[src/rtl/mem_line_bridge_pkg.sv]
// -----------------------------------------------------------------------------
// mem_line_bridge_pkg
// Shared types and constants for the single-line bridge between the RV32I
// multicycle CPU word port and the 64-bit burst physical memory.
//   rv32i_word      : 32-bit CPU word / address
//   line_t          : one 256-bit line (4 beats of 64 bits, little-endian)
//   tag_t           : address bits [31:5]
//   beat_t          : one 64-bit burst beat
//   bridge_state_t  : bridge FSM states
// -----------------------------------------------------------------------------
package mem_line_bridge_pkg;

  typedef logic [31:0] rv32i_word;

  localparam int LINE_BEATS  = 4;
  localparam int OFFSET_BITS = 5;

  typedef logic [255:0]              line_t;
  typedef logic [31-OFFSET_BITS:0]   tag_t;
  typedef logic [63:0]               beat_t;

  typedef enum logic [2:0] {
    IDLE  = 3'd0,
    FILL  = 3'd1,
    MERGE = 3'd2,
    WBACK = 3'd3,
    RESP  = 3'd4
  } bridge_state_t;

  // Tag portion of a CPU byte address.
  function automatic tag_t addr_tag(input rv32i_word addr);
    return addr[31:OFFSET_BITS];
  endfunction

endpackage

[src/rtl/mem_line_bridge_byte_merge.sv]
// -----------------------------------------------------------------------------
// byte_merge
// Combinational byte-lane merge of a CPU store into an existing word.
//   old_word    in  32  current word in the line
//   new_word    in  32  CPU write data
//   byte_enable in  4   lane i selects new_word byte i
//   merged_word out 32  result
// -----------------------------------------------------------------------------
module byte_merge
  import mem_line_bridge_pkg::*;
(
  input  rv32i_word   old_word,
  input  rv32i_word   new_word,
  input  logic [3:0]  byte_enable,
  output rv32i_word   merged_word
);

  always_comb begin
    merged_word = old_word;
    for (int i = 0; i < 4; i++) begin
      if (byte_enable[i]) begin
        merged_word[8*i +: 8] = new_word[8*i +: 8];
      end
    end
  end

endmodule

[src/rtl/mem_line_bridge.sv]
// -----------------------------------------------------------------------------
// mem_line_bridge
// One-line buffer between the CPU word port and 64-bit burst physical memory.
// Read hits are answered from the line; misses fill the line with a 4-beat
// burst. Writes allocate the line, merge the enabled bytes and write the
// whole line back with a 4-beat burst (write-through).
//
// Ports
//   clk, rst                 clock, asynchronous active-high reset
//   mem_read / mem_write     CPU request, held until mem_resp
//   mem_byte_enable[3:0]     byte lanes of mem_wdata to write
//   mem_address[31:0]        CPU byte address (bits [1:0] ignored)
//   mem_wdata[31:0]          CPU write data
//   mem_rdata[31:0]          addressed word, valid while mem_resp=1
//   mem_resp                 one-cycle completion pulse
//   pmem_read / pmem_write   burst request, held until the 4th beat
//   pmem_address[31:0]       line-aligned burst address
//   pmem_wdata[63:0]         write beat data
//   pmem_rdata[63:0]         read beat data, valid with pmem_resp
//   pmem_resp                one pulse per accepted beat
// -----------------------------------------------------------------------------
module mem_line_bridge
  import mem_line_bridge_pkg::*;
(
  input  logic        clk,
  input  logic        rst,
  input  logic        mem_read,
  input  logic        mem_write,
  input  logic [3:0]  mem_byte_enable,
  input  logic [31:0] mem_address,
  input  logic [31:0] mem_wdata,
  output logic [31:0] mem_rdata,
  output logic        mem_resp,
  output logic        pmem_read,
  output logic        pmem_write,
  output logic [31:0] pmem_address,
  output logic [63:0] pmem_wdata,
  input  logic [63:0] pmem_rdata,
  input  logic        pmem_resp
);

  // Control state (asynchronously reset)
  bridge_state_t state_q;
  bridge_state_t state_d;
  logic          valid_q;
  logic [1:0]    cnt_q;

  // Line storage and captured request (no reset; guarded by valid_q/state_q)
  tag_t          tag_q;
  line_t         line_q;
  logic [31:2]   req_addr_q;
  rv32i_word     req_wdata_q;
  logic [3:0]    req_be_q;
  logic          req_write_q;

  logic          req_any;
  logic          hit;
  logic          last_beat;
  logic [2:0]    word_idx;
  rv32i_word     old_word;
  rv32i_word     merged_word;
  beat_t         cur_beat;
  logic          addr_unused;

  // Byte offset within a word never affects the line access.
  assign addr_unused = ^mem_address[1:0];

  assign req_any   = mem_read | mem_write;
  assign hit       = valid_q && (tag_q == addr_tag(mem_address));
  assign last_beat = pmem_resp && (cnt_q == 2'(LINE_BEATS - 1));
  assign word_idx  = req_addr_q[4:2];
  assign old_word  = line_q[{word_idx, 5'b0} +: 32];
  assign cur_beat  = line_q[{cnt_q, 6'b0} +: 64];

  byte_merge u_byte_merge (
    .old_word    (old_word),
    .new_word    (req_wdata_q),
    .byte_enable (req_be_q),
    .merged_word (merged_word)
  );

  // Next-state logic
  always_comb begin
    state_d = state_q;
    unique case (state_q)
      IDLE: begin
        if (mem_read && hit) begin
          state_d = RESP;
        end else if (mem_write && hit) begin
          state_d = MERGE;
        end else if (req_any) begin
          state_d = FILL;
        end
      end
      FILL: begin
        if (last_beat) begin
          state_d = req_write_q ? MERGE : RESP;
        end
      end
      MERGE: state_d = WBACK;
      WBACK: begin
        if (last_beat) begin
          state_d = RESP;
        end
      end
      RESP:    state_d = IDLE;
      default: state_d = IDLE;
    endcase
  end

  // Control registers. valid_q is dropped when a fill starts so that a burst
  // cut short by reset can never leave a half-written line marked valid.
  always_ff @(posedge clk or posedge rst) begin
    if (rst) begin
      state_q <= IDLE;
      valid_q <= 1'b0;
      cnt_q   <= 2'd0;
    end else begin
      state_q <= state_d;
      case (state_q)
        IDLE: begin
          if (req_any && !hit) begin
            cnt_q   <= 2'd0;
            valid_q <= 1'b0;
          end
        end
        FILL: begin
          if (pmem_resp) begin
            cnt_q <= cnt_q + 2'd1;
            if (last_beat) begin
              valid_q <= 1'b1;
            end
          end
        end
        MERGE: cnt_q <= 2'd0;
        WBACK: begin
          if (pmem_resp) begin
            cnt_q <= cnt_q + 2'd1;
          end
        end
        default: ;
      endcase
    end
  end

  // Datapath registers: request capture, fill beats, byte merge.
  always_ff @(posedge clk) begin
    if (state_q == IDLE && req_any) begin
      req_addr_q  <= mem_address[31:2];
      req_wdata_q <= mem_wdata;
      req_be_q    <= mem_byte_enable;
      req_write_q <= mem_write;
    end
    if (state_q == FILL && pmem_resp) begin
      line_q[{cnt_q, 6'b0} +: 64] <= pmem_rdata;
      if (last_beat) begin
        tag_q <= req_addr_q[31:OFFSET_BITS];
      end
    end
    if (state_q == MERGE) begin
      line_q[{word_idx, 5'b0} +: 32] <= merged_word;
    end
  end

  // Moore outputs; all zero outside the states that drive them, so reset
  // forces every output low immediately.
  always_comb begin
    mem_resp     = (state_q == RESP);
    mem_rdata    = (state_q == RESP) ? old_word : 32'h0;
    pmem_read    = (state_q == FILL);
    pmem_write   = (state_q == WBACK);
    pmem_address = (state_q == FILL || state_q == WBACK)
                 ? {req_addr_q[31:OFFSET_BITS], {OFFSET_BITS{1'b0}}} : 32'h0;
    pmem_wdata   = (state_q == WBACK) ? cur_beat : 64'h0;
  end

endmodule

[config.mk]
export PLATFORM = sky130hd
export DESIGN_NAME = mem_line_bridge
export DESIGN_NICKNAME = d
export VERILOG_FILES = /design/src/rtl/mem_line_bridge_pkg.sv /design/src/rtl/mem_line_bridge_byte_merge.sv /design/src/rtl/mem_line_bridge.sv
export SDC_FILE = /design/constraint.sdc
export NUM_CORES = 1
export LEC_CHECK = 0
export CORE_ASPECT_RATIO = 1.4
export CORE_UTILIZATION = 30
export CTS_BUF_LIST = sky130_fd_sc_hd__clkbuf_8 sky130_fd_sc_hd__clkbuf_16
export CTS_CLUSTER_SIZE = 25
export DETAILED_ROUTE_END_ITERATION = 10
export GPL_TIMING_DRIVEN = 0
export HOLD_SLACK_MARGIN = 0.03
export PLACE_DENSITY_LB_ADDON = 0.1
export SLEW_MARGIN = 15
export SYNTH_ARGS = -nofsm -noshare
export SYNTH_HDL_FRONTEND = slang
export SYNTH_SLANG_ARGS = --single-unit
[constraint.sdc]
create_clock -name clk -period 10.9 [get_ports clk]
set_clock_uncertainty 0.1 [all_clocks]
set_input_delay 2.18 -clock clk [delete_from_list [all_inputs] [get_ports clk]]
set_output_delay 2.18 -clock clk [all_outputs]
set_load 0.02 [all_outputs]
==> flow_summary.ini, run 1 <==
[run_status]
outcome = completed

[placed_design]
dp_slack_ns = 5.392
gp_congestion = 0.8776
port_buffers = 260
post-dp-hpwl_um = 62240

[setup_path]
startpoint_type = flip-flop
worst-setup-path-type = flip-flop to output port
required_ns = 8.62
cp_max_fo = 10
crit_path_end_kind = output port
cp.arrival_ns = 3.79
r2r_cells = 9

[power]
powerDensity_nw_per_um2 = 290.5
power_leakage_nw = 9.896
vdd_drop_max_uv = 132.9
power_mw = 7.060

[detailed_routing]
viasPerCell = 5.860
drtIter0Drc = 1885
routed_wirelength_um = 88090
wire_per_inst_um = 29.57
drcViolationCount = 0
ant_nets = 0
routed-via-count = 17460
first_pass_iters = 5

[cts]
numCtsBuffers = 43
cts_tree = built
post_cts_buffers = 0
cts_buffer_depth = 3
clk_latency_ns = 0.59
cts.reportedPaths.clkPinSlew_ns = 0.06
ctsResizeCount = 0
h-tree-depth = 2
cts.sinks = 356
hold_buffers = 0
root_buffer = clkbuf_16

[synthesis]
postSynthCellCount = 1800
syn_avg_cell_area_um2 = 10.60
async_reset_ff_share_pct = 1.685
ys_warn_count = 0
ys_types = 44
synthFlopType = dfxtp_1
synth_edf_count = 94
synth_area_um2 = 19070
ys_ff_latch = 356
ys_seq_area_share_pct = 42.46

[floorplanning]
io_pins = 268
die_area_um2 = 64600
fp.coreArea_um2 = 63010
fp-row-count = 109
dieWidth_um = 215.1
start_util_pct = 30.27
chipHeight_um = 300.3

[global_route]
grt_pass1_wl_um = 126100
overflow = 0
antenna_found_initial = 2
grt_max_degree = 37
grt_pass1_vias = 17810
grt_usage_pct = 26.68

[sta]
layout_setup_ws_ns = 4.830
setup_viol = 0
hold_viol_final = 0
final.min_clock_period_ns = 6.070
drv_slew = 0
max_slew_margin_pct = 18.23
tns_ns = 0
worst_pin_slew_ns = 1.227
rsz0062_at_grt = no
hold_ws_ns = 0.3425
finalCritPeriodShare_pct = 55.69
fmax_ghz = 0.1647

[finish]
syn2layout_area_growth_pct = 27.44
final_common_cell = and3_1
final_cell_mix = 321 x and3_1, 260 x clkdlybuf4s50_1, 258 x a21oi_1
fill_cells = 6330
drive_gt1_share_pct = 14.67
nNetsFinal = 2260
insertedDiodeCount = 0

[job]
drv_cap = 0

[worst_hold_path]
min_path_type = flip-flop to flip-flop
min_delay_path_depth = 0
[synthesized netlist by cell type, types with 3 or more instances]
cell type / number / share of area, %
and3_1: 321 / 11
a21oi_1: 258 / 6.8
dfxtp_1: 256 / 27
o22ai_1: 193 / 6.3
mux4_2: 128 / 15
clkbuf_1: 121 / 2.4
edfxtp_1: 94 / 15
nor2_1: 73 / 1.4
mux2i_1: 65 / 3.4
buf_2: 38 / 1.0
and2_1: 36 / 1.2
a211oi_1: 32 / 1.3
a21oi_4: 32 / 2.7
xnor2_1: 23 / 1.1
clkbuf_2: 18 / 0.47
nand2_1: 14 / 0.28
buf_4: 10 / 0.39
ha_1: 10 / 0.66
nand4_1: 10 / 0.33
inv_1: 9 / 0.18
buf_1: 6 / 0.12
buf_6: 6 / 0.35
dfrtp_1: 6 / 0.79
nor2b_1: 6 / 0.20
nor3_1: 4 / 0.10
xor2_1: 4 / 0.18
nand3_1: 3 / 0.079
o21ai_0: 3 / 0.079
[kinds of logic (layout without fill, tap and decap cells)]
logic type | count (synthesis) | count (layout) | synth area share (%)
adders and majority gates | 10 | 10 | 0.6560
buffers and inverters | 210 | 553 | 4.933
DFF | 356 | 356 | 42.46
other | 1 | 5 | 0.01966
and+or+nand+nor | 479 | 479 | 14.75
muxes | 193 | 193 | 18.53
AOI/OAI and AO/OA | 524 | 524 | 17.41
xor gates and xnor gates | 27 | 27 | 1.240
[sequential cells by signal, summed over array words and instances (netlist names)]
register and flops:
line_q 256, req_wdata_q 32, req_addr_q 30, tag_q 27, req_be_q 4, state_q 3
cnt_q 2, req_write_q 1, valid_q 1
[report_power, final]
group	leakage [nW]	total, mW	switching (mW)	internal (mW)
Combinational	6.08	3.13	1.84	1.28
Clock	0.772	1.54	0.628	0.914
Sequential	3.05	2.39	0.455	1.94
[worst max-delay path, stage by stage (launching register included)]
cell	delay [ns]
dfrtp_1	0.51
clkbuf_1	0.62
clkbuf_1	0.80
mux4_2	0.37
and3_1	0.27
clkdlybuf4s50_1	0.64
[cell type report]
| type | instances | area, um2 | area share [%] |
|---|---|---|---|
| well taps | 832 | 1041 | 4.283 |
| flip-flops and latches | 356 | 8098 | 33.32 |
| plain buffers | 199 | 899.6 | 3.701 |
| clock inverters | 27 | 260.3 | 1.071 |
| multi-input cells | 1238 | 10070 | 41.41 |
| inverters | 11 | 41.29 | 0.1699 |
| clock buffers | 52 | 1222 | 5.029 |
| repair buffers | 264 | 2678 | 11.02 |
[per-stage QoR]
stage	utilization (%)	instances	area, um2
detailed placement	36.22	2900	22820
CTS	38.58	2979	24310
floorplan	-	1804	19090
global placement	36.08	2896	22730
global route	38.58	2979	24310
finish	38.58	2979	24310
[routing by layer]
metal	vias to the layer above	track usage [%]	part of all wire [%]	routed length, um
li1	7589	-	-	-
met1	8800	32.88	39	34610
met2	886	46.52	50	44010
met3	181	3.824	6.5	5769
met4	0	11.13	4.2	3699
met5	-	0	0	0
[path summary, 6_finish.rpt]
| path | endpoint | slack, ns | startpoint |
|---|---|---|---|
| setup / recovery | pmem_wdata[32] | 4.83 | cnt_q[1] |
| hold / removal | tag_q[15] | 0.34 | req_addr_q[20] |
| setup reg to reg | line_q[72] | 6.16 | cnt_q[1] |
| hold reg to reg | tag_q[15] | 0.34 | req_addr_q[20] |
| max in group asynchronous | cnt_q[1] | 8.77 | rst |
| min in group asynchronous | valid_q | 1.72 | rst |
No activity file was read; power rests on OpenSTA's default activity.
==> inputs of run 2 (changes only) <==
==> constraint.sdc (replaced) <==
create_clock -name clk -period 5.7 [get_ports clk]
set_clock_uncertainty 0.1 [all_clocks]
set_input_delay 1.14 -clock clk [delete_from_list [all_inputs] [get_ports clk]]
set_output_delay 1.14 -clock clk [all_outputs]
set_load 0.02 [all_outputs]
==> results of run 2 <==
Same layout as run 1 (identical final DEF). Status: completed.
Main changes from that run: setup slack after placement 5.392 ns -> 1.047 ns; setup slack after layout 4.830 ns -> 0.6697 ns; register-to-register setup slack 6.16 ns -> 0.96 ns; total power 7.060 mW -> 13.50 mW; worst IR drop on VDD 132.9 uV -> 254.2 uV
